===== config.mk =====
export PLATFORM = sky130hd
export DESIGN_NAME = fcl_mac_seq_flat
export DESIGN_NICKNAME = d
export VERILOG_FILES = /design/src/rtl/fcl_mac_seq_pkg.sv /design/src/rtl/fcl_mac_seq_if.sv /design/src/rtl/fcl_mac_seq_sat_add.sv /design/src/rtl/fcl_mac_seq.sv /design/src/flat_wrapper.sv
export SDC_FILE = /design/constraint.sdc
export NUM_CORES = 1
export LEC_CHECK = 0
export BUFFER_PORTS_ARGS = -buffer_cell sky130_fd_sc_hd__buf_2
export CORE_AREA = 2 2 118 120
export CTS_CLUSTER_DIAMETER = 60
export CTS_CLUSTER_SIZE = 14
export DETAILED_ROUTE_END_ITERATION = 7
export DIE_AREA = 0 0 120 122
export GPL_TIMING_DRIVEN = 0
export PLACE_DENSITY = 0.8
export SLEW_MARGIN = 20
export SYNTH_ARGS = -nofsm -noshare
export SYNTH_HDL_FRONTEND = slang
export SYNTH_SLANG_ARGS = --single-unit

===== constraint.sdc =====
create_clock -name fcl_seq_clk -period 3.4 [get_ports fcl_seq_clk]
set_input_delay 0.51 -clock fcl_seq_clk [delete_from_list [all_inputs] [get_ports fcl_seq_clk]]
set_output_delay 0.51 -clock fcl_seq_clk [all_outputs]
set_load 0.03 [all_outputs]

===== src/rtl/fcl_mac_seq_pkg.sv =====
`default_nettype none
// +----------------------------------------------------------------------+
// | Module   : fcl_pkg                                                   |
// | Purpose  : Shared constants, types and FSM encoding for the FC-layer |
// |            MAC sequencer (fcl_mac_seq) and its helpers.              |
// | Ports    : none (package)                                            |
// | Revision : 1.0 - initial release                                     |
// +----------------------------------------------------------------------+
package fcl_pkg;

  localparam int OPERAND_WIDTH = 8;
  localparam int MAC_WIDTH     = 2*OPERAND_WIDTH + 1;
  localparam int ACC_WIDTH     = 24;
  localparam int MAX_INPUTS    = 400;
  localparam int ADDR_WIDTH    = $clog2((MAX_INPUTS + 1) / 2);
  localparam int LEN_WIDTH     = $clog2(MAX_INPUTS + 1);

  typedef logic [OPERAND_WIDTH-1:0] operand_t;
  typedef logic [ACC_WIDTH-1:0]     acc_t;
  typedef operand_t [1:0]           pair_t;

  typedef enum logic [2:0] {
    ST_IDLE  = 3'd0,
    ST_RUN   = 3'd1,
    ST_DRAIN = 3'd2,
    ST_OUT   = 3'd3,
    ST_HOLD  = 3'd4
  } fcl_seq_state_e;

endpackage
`default_nettype wire


===== src/rtl/fcl_mac_seq_if.sv =====
`default_nettype none
// +----------------------------------------------------------------------+
// | Module   : fcl_mac_seq_if                                            |
// | Purpose  : Bundles the controller, buffer, MAC and result signals of |
// |            the FC-layer MAC sequencer.                               |
// | Modports : master - the sequencer (drives *_o)                       |
// |            slave  - the surrounding layer logic (drives *_i)         |
// | Revision : 1.0 - initial release                                     |
// +----------------------------------------------------------------------+
interface fcl_mac_seq_if;
  import fcl_pkg::*;

  logic                  start_i;
  logic [LEN_WIDTH-1:0]  in_len_i;
  acc_t                  bias_i;
  logic                  busy_o;
  logic                  rd_en_o;
  logic [ADDR_WIDTH-1:0] rd_addr_o;
  pair_t                 act_rd_data_i;  // [0] = element 2k, [1] = element 2k+1
  pair_t                 wgt_rd_data_i;
  pair_t                 mac_pair_a_o;   // [1] = weight, [0] = activation
  pair_t                 mac_pair_b_o;
  logic [MAC_WIDTH-1:0]  mac_sum_i;
  logic                  res_valid_o;
  logic                  res_ready_i;
  acc_t                  res_data_o;
  logic                  res_sat_o;

  modport master (
    input  start_i, in_len_i, bias_i, act_rd_data_i, wgt_rd_data_i,
           mac_sum_i, res_ready_i,
    output busy_o, rd_en_o, rd_addr_o, mac_pair_a_o, mac_pair_b_o,
           res_valid_o, res_data_o, res_sat_o
  );

  modport slave (
    output start_i, in_len_i, bias_i, act_rd_data_i, wgt_rd_data_i,
           mac_sum_i, res_ready_i,
    input  busy_o, rd_en_o, rd_addr_o, mac_pair_a_o, mac_pair_b_o,
           res_valid_o, res_data_o, res_sat_o
  );

endinterface
`default_nettype wire


===== src/rtl/fcl_mac_seq_sat_add.sv =====
`default_nettype none
// +----------------------------------------------------------------------+
// | Module   : fcl_sat_add                                               |
// | Purpose  : Unsigned ACC_WIDTH adder that clamps to all-ones on carry |
// |            out and flags the overflow.                               |
// | Ports    : a, b  - addends                                           |
// |            sum   - saturated sum                                     |
// |            ovf   - high when the true sum exceeded the range         |
// | Revision : 1.0 - initial release                                     |
// +----------------------------------------------------------------------+
module fcl_sat_add
  import fcl_pkg::*;
(
  input  acc_t a,
  input  acc_t b,
  output acc_t sum,
  output logic ovf
);

  logic [ACC_WIDTH:0] w_full;

  assign w_full = {1'b0, a} + {1'b0, b};
  assign ovf    = w_full[ACC_WIDTH];
  assign sum    = ovf ? '1 : w_full[ACC_WIDTH-1:0];

endmodule
`default_nettype wire


===== src/rtl/fcl_mac_seq.sv =====
`default_nettype none
// +----------------------------------------------------------------------+
// | Module   : fcl_mac_seq                                               |
// | Purpose  : Streams activation/weight pairs into the two-lane MAC,    |
// |            accumulates the MAC sums of one neuron, adds the bias and |
// |            hands back a saturated result over valid/ready.           |
// | Ports    : fcl_seq_clk - clock                                       |
// |            fcl_seq_rst - asynchronous active-high reset              |
// |            bus         - fcl_mac_seq_if.master (control, buffer      |
// |                          reads, MAC lanes, result handshake)         |
// | Revision : 1.0 - initial release                                     |
// +----------------------------------------------------------------------+
module fcl_mac_seq
  import fcl_pkg::*;
(
  input  logic          fcl_seq_clk,
  input  logic          fcl_seq_rst,
  fcl_mac_seq_if.master bus
);

  fcl_seq_state_e        r_state, w_state_nxt;
  logic                  w_busy, w_rd_en;
  logic [LEN_WIDTH-1:0]  w_len;
  logic [LEN_WIDTH:0]    w_pairs;
  logic [ADDR_WIDTH-1:0] r_addr, r_last_addr;
  logic                  r_odd, r_v1, r_v2, r_tail1;
  acc_t                  r_acc, r_bias, r_res_data;
  logic                  r_sat, r_res_valid, r_res_sat;
  acc_t                  w_mac_ext, w_acc_sum, w_bias_sum;
  logic                  w_acc_ovf, w_bias_ovf;
  pair_t                 w_pair_a, w_pair_b;

  // Oversized lengths are clamped rather than rejected.
  assign w_len   = (bus.in_len_i > LEN_WIDTH'(MAX_INPUTS)) ? LEN_WIDTH'(MAX_INPUTS)
                                                           : bus.in_len_i;
  assign w_pairs = ({1'b0, w_len} + (LEN_WIDTH+1)'(1)) >> 1;

  assign w_mac_ext = {{(ACC_WIDTH-MAC_WIDTH){1'b0}}, bus.mac_sum_i};

  fcl_sat_add u_acc_add (
    .a   (r_acc),
    .b   (w_mac_ext),
    .sum (w_acc_sum),
    .ovf (w_acc_ovf)
  );

  fcl_sat_add u_bias_add (
    .a   (r_acc),
    .b   (r_bias),
    .sum (w_bias_sum),
    .ovf (w_bias_ovf)
  );

  always_ff @(posedge fcl_seq_clk or posedge fcl_seq_rst) begin
    if (fcl_seq_rst) r_state <= ST_IDLE;
    else             r_state <= w_state_nxt;
  end

  always_comb begin
    w_state_nxt = r_state;
    w_busy      = (r_state != ST_IDLE);
    w_rd_en     = (r_state == ST_RUN);
    case (r_state)
      ST_IDLE:  if (bus.start_i) w_state_nxt = (w_len == '0) ? ST_OUT : ST_RUN;
      ST_RUN:   if (r_addr == r_last_addr) w_state_nxt = ST_DRAIN;
      // No read is issued in DRAIN, so once v1 is low the pipe is empty
      // after this edge; the final v2 accumulate lands on the same edge,
      // leaving acc complete for OUT.
      ST_DRAIN: if (!r_v1) w_state_nxt = ST_OUT;
      ST_OUT:   w_state_nxt = ST_HOLD;
      ST_HOLD:  if (bus.res_ready_i) w_state_nxt = ST_IDLE;
      default:  w_state_nxt = ST_IDLE;
    endcase
  end

  always_ff @(posedge fcl_seq_clk or posedge fcl_seq_rst) begin
    if (fcl_seq_rst) begin
      r_addr      <= '0;
      r_last_addr <= '0;
      r_odd       <= 1'b0;
      r_v1        <= 1'b0;
      r_v2        <= 1'b0;
      r_tail1     <= 1'b0;
      r_acc       <= '0;
      r_bias      <= '0;
      r_sat       <= 1'b0;
      r_res_data  <= '0;
      r_res_valid <= 1'b0;
      r_res_sat   <= 1'b0;
    end else begin
      r_v1    <= w_rd_en;
      r_v2    <= r_v1;
      // Marks the half-empty final pair of an odd-length neuron.
      r_tail1 <= w_rd_en && (r_addr == r_last_addr) && r_odd;

      // The MAC output register free-runs; only v2 qualifies its value.
      if (r_v2) begin
        r_acc <= w_acc_sum;
        r_sat <= r_sat | w_acc_ovf;
      end

      case (r_state)
        ST_IDLE: begin
          if (bus.start_i) begin
            r_addr      <= '0;
            r_last_addr <= ADDR_WIDTH'(w_pairs - (LEN_WIDTH+1)'(1));
            r_odd       <= w_len[0];
            r_bias      <= bus.bias_i;
            r_acc       <= '0;
            r_sat       <= 1'b0;
          end
        end
        ST_RUN: begin
          if (r_addr != r_last_addr) r_addr <= r_addr + ADDR_WIDTH'(1);
        end
        ST_OUT: begin
          r_res_data  <= w_bias_sum;
          r_res_sat   <= r_sat | w_bias_ovf;
          r_res_valid <= 1'b1;
        end
        ST_HOLD: begin
          if (bus.res_ready_i) r_res_valid <= 1'b0;
        end
        default: ;
      endcase
    end
  end

  always_comb begin
    w_pair_a = '0;
    w_pair_b = '0;
    if (r_v1) begin
      w_pair_a[1] = bus.wgt_rd_data_i[0];
      w_pair_a[0] = bus.act_rd_data_i[0];
      if (!r_tail1) begin
        w_pair_b[1] = bus.wgt_rd_data_i[1];
        w_pair_b[0] = bus.act_rd_data_i[1];
      end
    end
  end

  assign bus.busy_o       = w_busy;
  assign bus.rd_en_o      = w_rd_en;
  assign bus.rd_addr_o    = r_addr;
  assign bus.mac_pair_a_o = w_pair_a;
  assign bus.mac_pair_b_o = w_pair_b;
  assign bus.res_valid_o  = r_res_valid;
  assign bus.res_data_o   = r_res_data;
  assign bus.res_sat_o    = r_res_sat;

endmodule
`default_nettype wire


===== src/flat_wrapper.sv =====
// flat-port wrapper written by rule: the top's interface ports become plain ports
module fcl_mac_seq_flat import fcl_pkg::*;
  (fcl_seq_clk, fcl_seq_rst, bus_start_i, bus_in_len_i, bus_bias_i, bus_act_rd_data_i, bus_wgt_rd_data_i, bus_mac_sum_i, bus_res_ready_i, bus_busy_o, bus_rd_en_o, bus_rd_addr_o, bus_mac_pair_a_o, bus_mac_pair_b_o, bus_res_valid_o, bus_res_data_o, bus_res_sat_o);
  fcl_mac_seq_if bus_i ();
  input  logic fcl_seq_clk;
  input  logic fcl_seq_rst;
  input wire logic [$bits(bus_i.start_i)-1:0] bus_start_i;
  input wire logic [$bits(bus_i.in_len_i)-1:0] bus_in_len_i;
  input wire logic [$bits(bus_i.bias_i)-1:0] bus_bias_i;
  input wire logic [$bits(bus_i.act_rd_data_i)-1:0] bus_act_rd_data_i;
  input wire logic [$bits(bus_i.wgt_rd_data_i)-1:0] bus_wgt_rd_data_i;
  input wire logic [$bits(bus_i.mac_sum_i)-1:0] bus_mac_sum_i;
  input wire logic [$bits(bus_i.res_ready_i)-1:0] bus_res_ready_i;
  output wire logic [$bits(bus_i.busy_o)-1:0] bus_busy_o;
  output wire logic [$bits(bus_i.rd_en_o)-1:0] bus_rd_en_o;
  output wire logic [$bits(bus_i.rd_addr_o)-1:0] bus_rd_addr_o;
  output wire logic [$bits(bus_i.mac_pair_a_o)-1:0] bus_mac_pair_a_o;
  output wire logic [$bits(bus_i.mac_pair_b_o)-1:0] bus_mac_pair_b_o;
  output wire logic [$bits(bus_i.res_valid_o)-1:0] bus_res_valid_o;
  output wire logic [$bits(bus_i.res_data_o)-1:0] bus_res_data_o;
  output wire logic [$bits(bus_i.res_sat_o)-1:0] bus_res_sat_o;
  assign bus_i.start_i = bus_start_i;
  assign bus_i.in_len_i = bus_in_len_i;
  assign bus_i.bias_i = bus_bias_i;
  assign bus_i.act_rd_data_i = bus_act_rd_data_i;
  assign bus_i.wgt_rd_data_i = bus_wgt_rd_data_i;
  assign bus_i.mac_sum_i = bus_mac_sum_i;
  assign bus_i.res_ready_i = bus_res_ready_i;
  assign bus_busy_o = bus_i.busy_o;
  assign bus_rd_en_o = bus_i.rd_en_o;
  assign bus_rd_addr_o = bus_i.rd_addr_o;
  assign bus_mac_pair_a_o = bus_i.mac_pair_a_o;
  assign bus_mac_pair_b_o = bus_i.mac_pair_b_o;
  assign bus_res_valid_o = bus_i.res_valid_o;
  assign bus_res_data_o = bus_i.res_data_o;
  assign bus_res_sat_o = bus_i.res_sat_o;
  fcl_mac_seq u_core (.fcl_seq_clk(fcl_seq_clk), .fcl_seq_rst(fcl_seq_rst), .bus(bus_i));
endmodule

==> summary.md <==
| Metric | Value |
|---|---|
| Final Max Slew Viols | `0` |
| Multi-input gate area | `roughly 0.0038 sq mm` |
| Post-route setup slack | `around 0.35 ns` |
| Die area | `0.01464 sq mm` |
| Final setup violation count | `0` |
| Comb power frac | `roughly three fifths` |
| Hold Crit Class | `primary input to async pin` |
| Compound-cell area share of the yosys netlist | `roughly a fifth` |
| IO Pins | `154` |
| Final HPWL DP | `11,720 um` |
| Main area contributors after synthesis | `dfrtp_1, ha_1, nand2_1` |
| Required @ worst endpoint | `roughly 3.6 ns` |
| Final worst-path cycle share | `between 80% and 90%` |
| Remaining DRCs | `0` |
| Tightest Pin Transition | `~0.54 ns` |
| CTS tree | `yes` |
| Setup TNS | `0 ns` |
| Fmax | `roughly 330 MHz` |
| Crit end category | `flip-flop` |
| Synth Net Count | `around 800` |
| Crit Reg-Reg Endpoint | `u_core.r_acc[7]$_DFF_PP0_` |
| Cells on worst reg2reg path | `11` |
| Crit path from | `u_core.r_acc[0]$_DFF_PP0_` |
| Syn. warnings | `0` |
| Critical Path AT | `between 3 and 4 ns` |
| Top cell type by total area after synthesis | `dfrtp_1` |
| R2r setup slk | `~0.35 ns` |
| CP max FO | `10` |
| Seq cells post-synth | `98` |
| Mapped Area | `around 0.0064 sq mm` |
| Chip height | `between 100 and 150 um` |
| Clk_lat worst skew | `around 0.36 ns` |
| Sequential share of power | `between 20% and 30%` |
| Total Power | `a little under 8000 uW` |
| Headroom to the max-slew limit | `63.70%` |
| Avg Vias per Cell | `approximately 5.3` |
| RSZ-0062 raised after global routing | `no` |
| Lkg Pwr | `~0.0038 uW` |
| WL per Instance | `roughly 15 um` |
| Post-Synth Simple-Gate Area | `between 10% and 20%` |
| Most frequent cell after synthesis | `nand2_1` |
| Layout fillers | `1,241` |
| Setup Fix Bufs, Post-CTS | `0` |
| Crit Path Class | `flip-flop to flip-flop` |
| Placeable core area | `0.01350 sq mm` |
| Synth cell count leaders | `nand2_1, dfrtp_1, ha_1` |
| Largest family of logic cells by synthesized area | `compound AO/OA/AOI/OAI gates` |
| Initial DRT Pass Iterations | `5` |
| Die X | `~120 um` |
| Post-synth top area share | `38.42%` |
| Initial antenna violation count | `2` |
| Internal power | `around 4300 uW` |
| Vias in the first global route | `about 5,200` |
| Mux share of post-synthesis cell area | `less than 1%` |
| Power per cell area | `1021 mW/mm^2` |
| Num CTS Buffers | `9` |
| Worst vdd ir | `roughly 0.4 mV` |
| Storage cell area | `approximately 0.0025 sq mm` |
| Global route total overflow | `0` |
| EDFF count, synth | `0` |
| CP Launch Type | `flip-flop` |
| Synth Area in Adders | `under 10%` |
| Post-route antenna net violation count | `0` |
| Synth Area in XOR/XNOR | `under 10%` |
| Starting DRT DRC Count | `between 200 and 300` |
| Gpl congestion | `approximately 0.91` |
| Cts hold-fix bufs | `0` |
| Std cell rows | `43` |
| First-pass GRT wire length | `24,940 um` |
| Clock Power Share | `between 10% and 20%` |
| Port Buf Inserts | `between 150 and 200` |
| Clock sink total | `between 90 and 100` |
| H-tree levels | `3` |
| Prevailing post-synth register cell | `dfrtp_1` |
| Cells after synthesis | `roughly 690` |
| Final Skew | `~0.007 ns` |
| DRT Wirelength | `approximately 15,000 um` |
| Initial Utilization | `roughly 47%` |
| Final hold viol count | `0` |
| PostCTS Resize Cnt | `0` |
| Synthesis-to-layout area growth | `21.13%` |
| Clk buf depth | `2` |
| Outcome | `complete, no violations` |
| Crit path time final | `3.054 ns` |
| Clk slew on worst S/H paths | `about 0.07 ns` |
| Sw Ratio | `between 40% and 50%` |
| Vias | `roughly 5,500` |
| Critical register-to-register path startpoint | `u_core.r_acc[0]$_DFF_PP0_` |
| Sequential area share after synthesis | `roughly two fifths` |
| Unique masters post-synth | `63` |
| Share of layout cells above drive strength 1 | `approximately a quarter` |
| Sw power | `approximately 3600 uW` |
| Largest net degree at the start of global routing | `66` |
| CTS root buf | `clkbuf_16` |
| GRT Overall Usage | `between 20% and 30%` |
| Maxcap violations | `0` |
| Finished Core Util | `57.25%` |
| Final net count | `988` |
| Avg Cell Area, Syn | `about 9.2 sq um` |
| Pre-CTS setup slack | `between 0.1 and 0.15 ns` |
| Ys async rst share | `100.0%` |
## registers in the layout, indices dropped and copies added, names as in the netlist
register / flops
u_core.bus.res_sat_o: 1
u_core.r_last_addr: 8
u_core.r_v1: 1
u_core.r_sat: 1
u_core.bus.rd_addr_o: 8
u_core.r_v2: 1
u_core.r_bias: 24
u_core.r_state: 3
u_core.r_tail1: 1
u_core.bus.res_data_o: 24
u_core.r_acc: 24
u_core.bus.res_valid_o: 1
u_core.r_odd: 1
## per-stage QoR
step	hold WS (ns)	cells	area [sq um]
2_1_floorplan	0.4418	691	6382
3_3_place_gp	0.4556	1023	7368
3_5_place_dp	0.4632	1024	7401
4_1_cts	0.1482	1040	7729
5_1_grt	0.1632	1041	7731
6_report	0.1325	1041	7731
## kinds of logic (layout without fill, tap and decap cells)
group	count (synthesis)	after routing
AO/OA/AOI/OAI	180	180
XOR/XNOR	61	61
adder cells (fa/ha/maj)	47	47
buffers and inverters	40	209
flip-flops	98	98
multiplexers	3	3
other	0	1
AND/OR/NAND/NOR	262	262
## power groups by stage
stage,Clock (uW),Combinational (uW),Sequential [uW]
4_1_cts,1150,4670,2080
5_1_grt,1200,5180,2150
2_1_floorplan,0,3330,2330
6_report,1140,4670,2080
3_5_place_dp,0,4620,2100
3_3_place_gp,0,4530,2090
## final cells by class
| type | instances | area share, % |
|---|---|---|
| antenna | 1 | 0.03237 |
| sequential | 98 | 31.72 |
| inverter | 13 | 0.6959 |
| tap | 180 | 2.913 |
| buffer | 27 | 1.586 |
| clock buffer | 10 | 3.091 |
| multi-input combinational | 553 | 48.62 |
| timing repair buffer | 153 | 10.20 |
| clock inverter | 6 | 1.149 |
## placed cells by master (no fill, tap or decap), types with 8 or more instances in the layout
| master | Yosys | routed |
|---|---|---|
| o21ai_0 | 33 | 33 |
| nor2_1 | 34 | 34 |
| nand4_1 | 8 | 8 |
| xnor2_1 | 37 | 37 |
| clkbuf_16 | 0 | 9 |
| ha_1 | 45 | 45 |
| nand3_1 | 19 | 19 |
| and2_1 | 38 | 38 |
| a21oi_1 | 37 | 37 |
| a31oi_1 | 8 | 8 |
| buf_2 | 2 | 154 |
| a21o_1 | 19 | 19 |
| clkbuf_1 | 22 | 22 |
| inv_1 | 13 | 12 |
| dfrtp_1 | 98 | 98 |
| o22a_1 | 24 | 24 |
| nand2_1 | 115 | 115 |
| xor2_1 | 24 | 24 |
| and3_1 | 9 | 9 |
| o221a_2 | 17 | 17 |
## per-layer routing
metal	track usage (%)	vias to the layer above	wire length, um	share of wire (%)
met1	27.94	2565	7145	47
met5	0	-	0	0
met4	7.353	0	296	1.9
li1	-	2814	-	-
met3	4.307	22	649	4.2
met2	35.51	118	7224	47
## worst max-delay path, cell delays in order (launching register included)
cell	delay, ns
dfrtp_1	0.41
ha_1	0.24
fa_1	0.40
a21oi_1	0.17
nor2b_1	0.07
a311o_1	0.40
o211ai_1	0.26
nand3_1	0.21
nand2_1	0.17
o31ai_4	0.13
buf_4	0.23
o221a_2	0.24
## how the worst max path moves through the flow
stage	end	slack, ns	depth (start not counted)
2_1_floorplan	u_core.bus.rd_addr_o[0]$_DFFE_PP0P_	0.33	1
3_3_place_gp	u_core.bus.res_data_o[22]$_DFFE_PP0P_	-0.77	2
3_5_place_dp	u_core.r_acc[15]$_DFF_PP0_	0.12	12
4_1_cts	u_core.r_acc[7]$_DFF_PP0_	0.33	11
5_1_grt	u_core.r_acc[12]$_DFF_PP0_	0.13	11
6_report	u_core.r_acc[7]$_DFF_PP0_	0.35	11
Power figures use the tool's default switching activity.
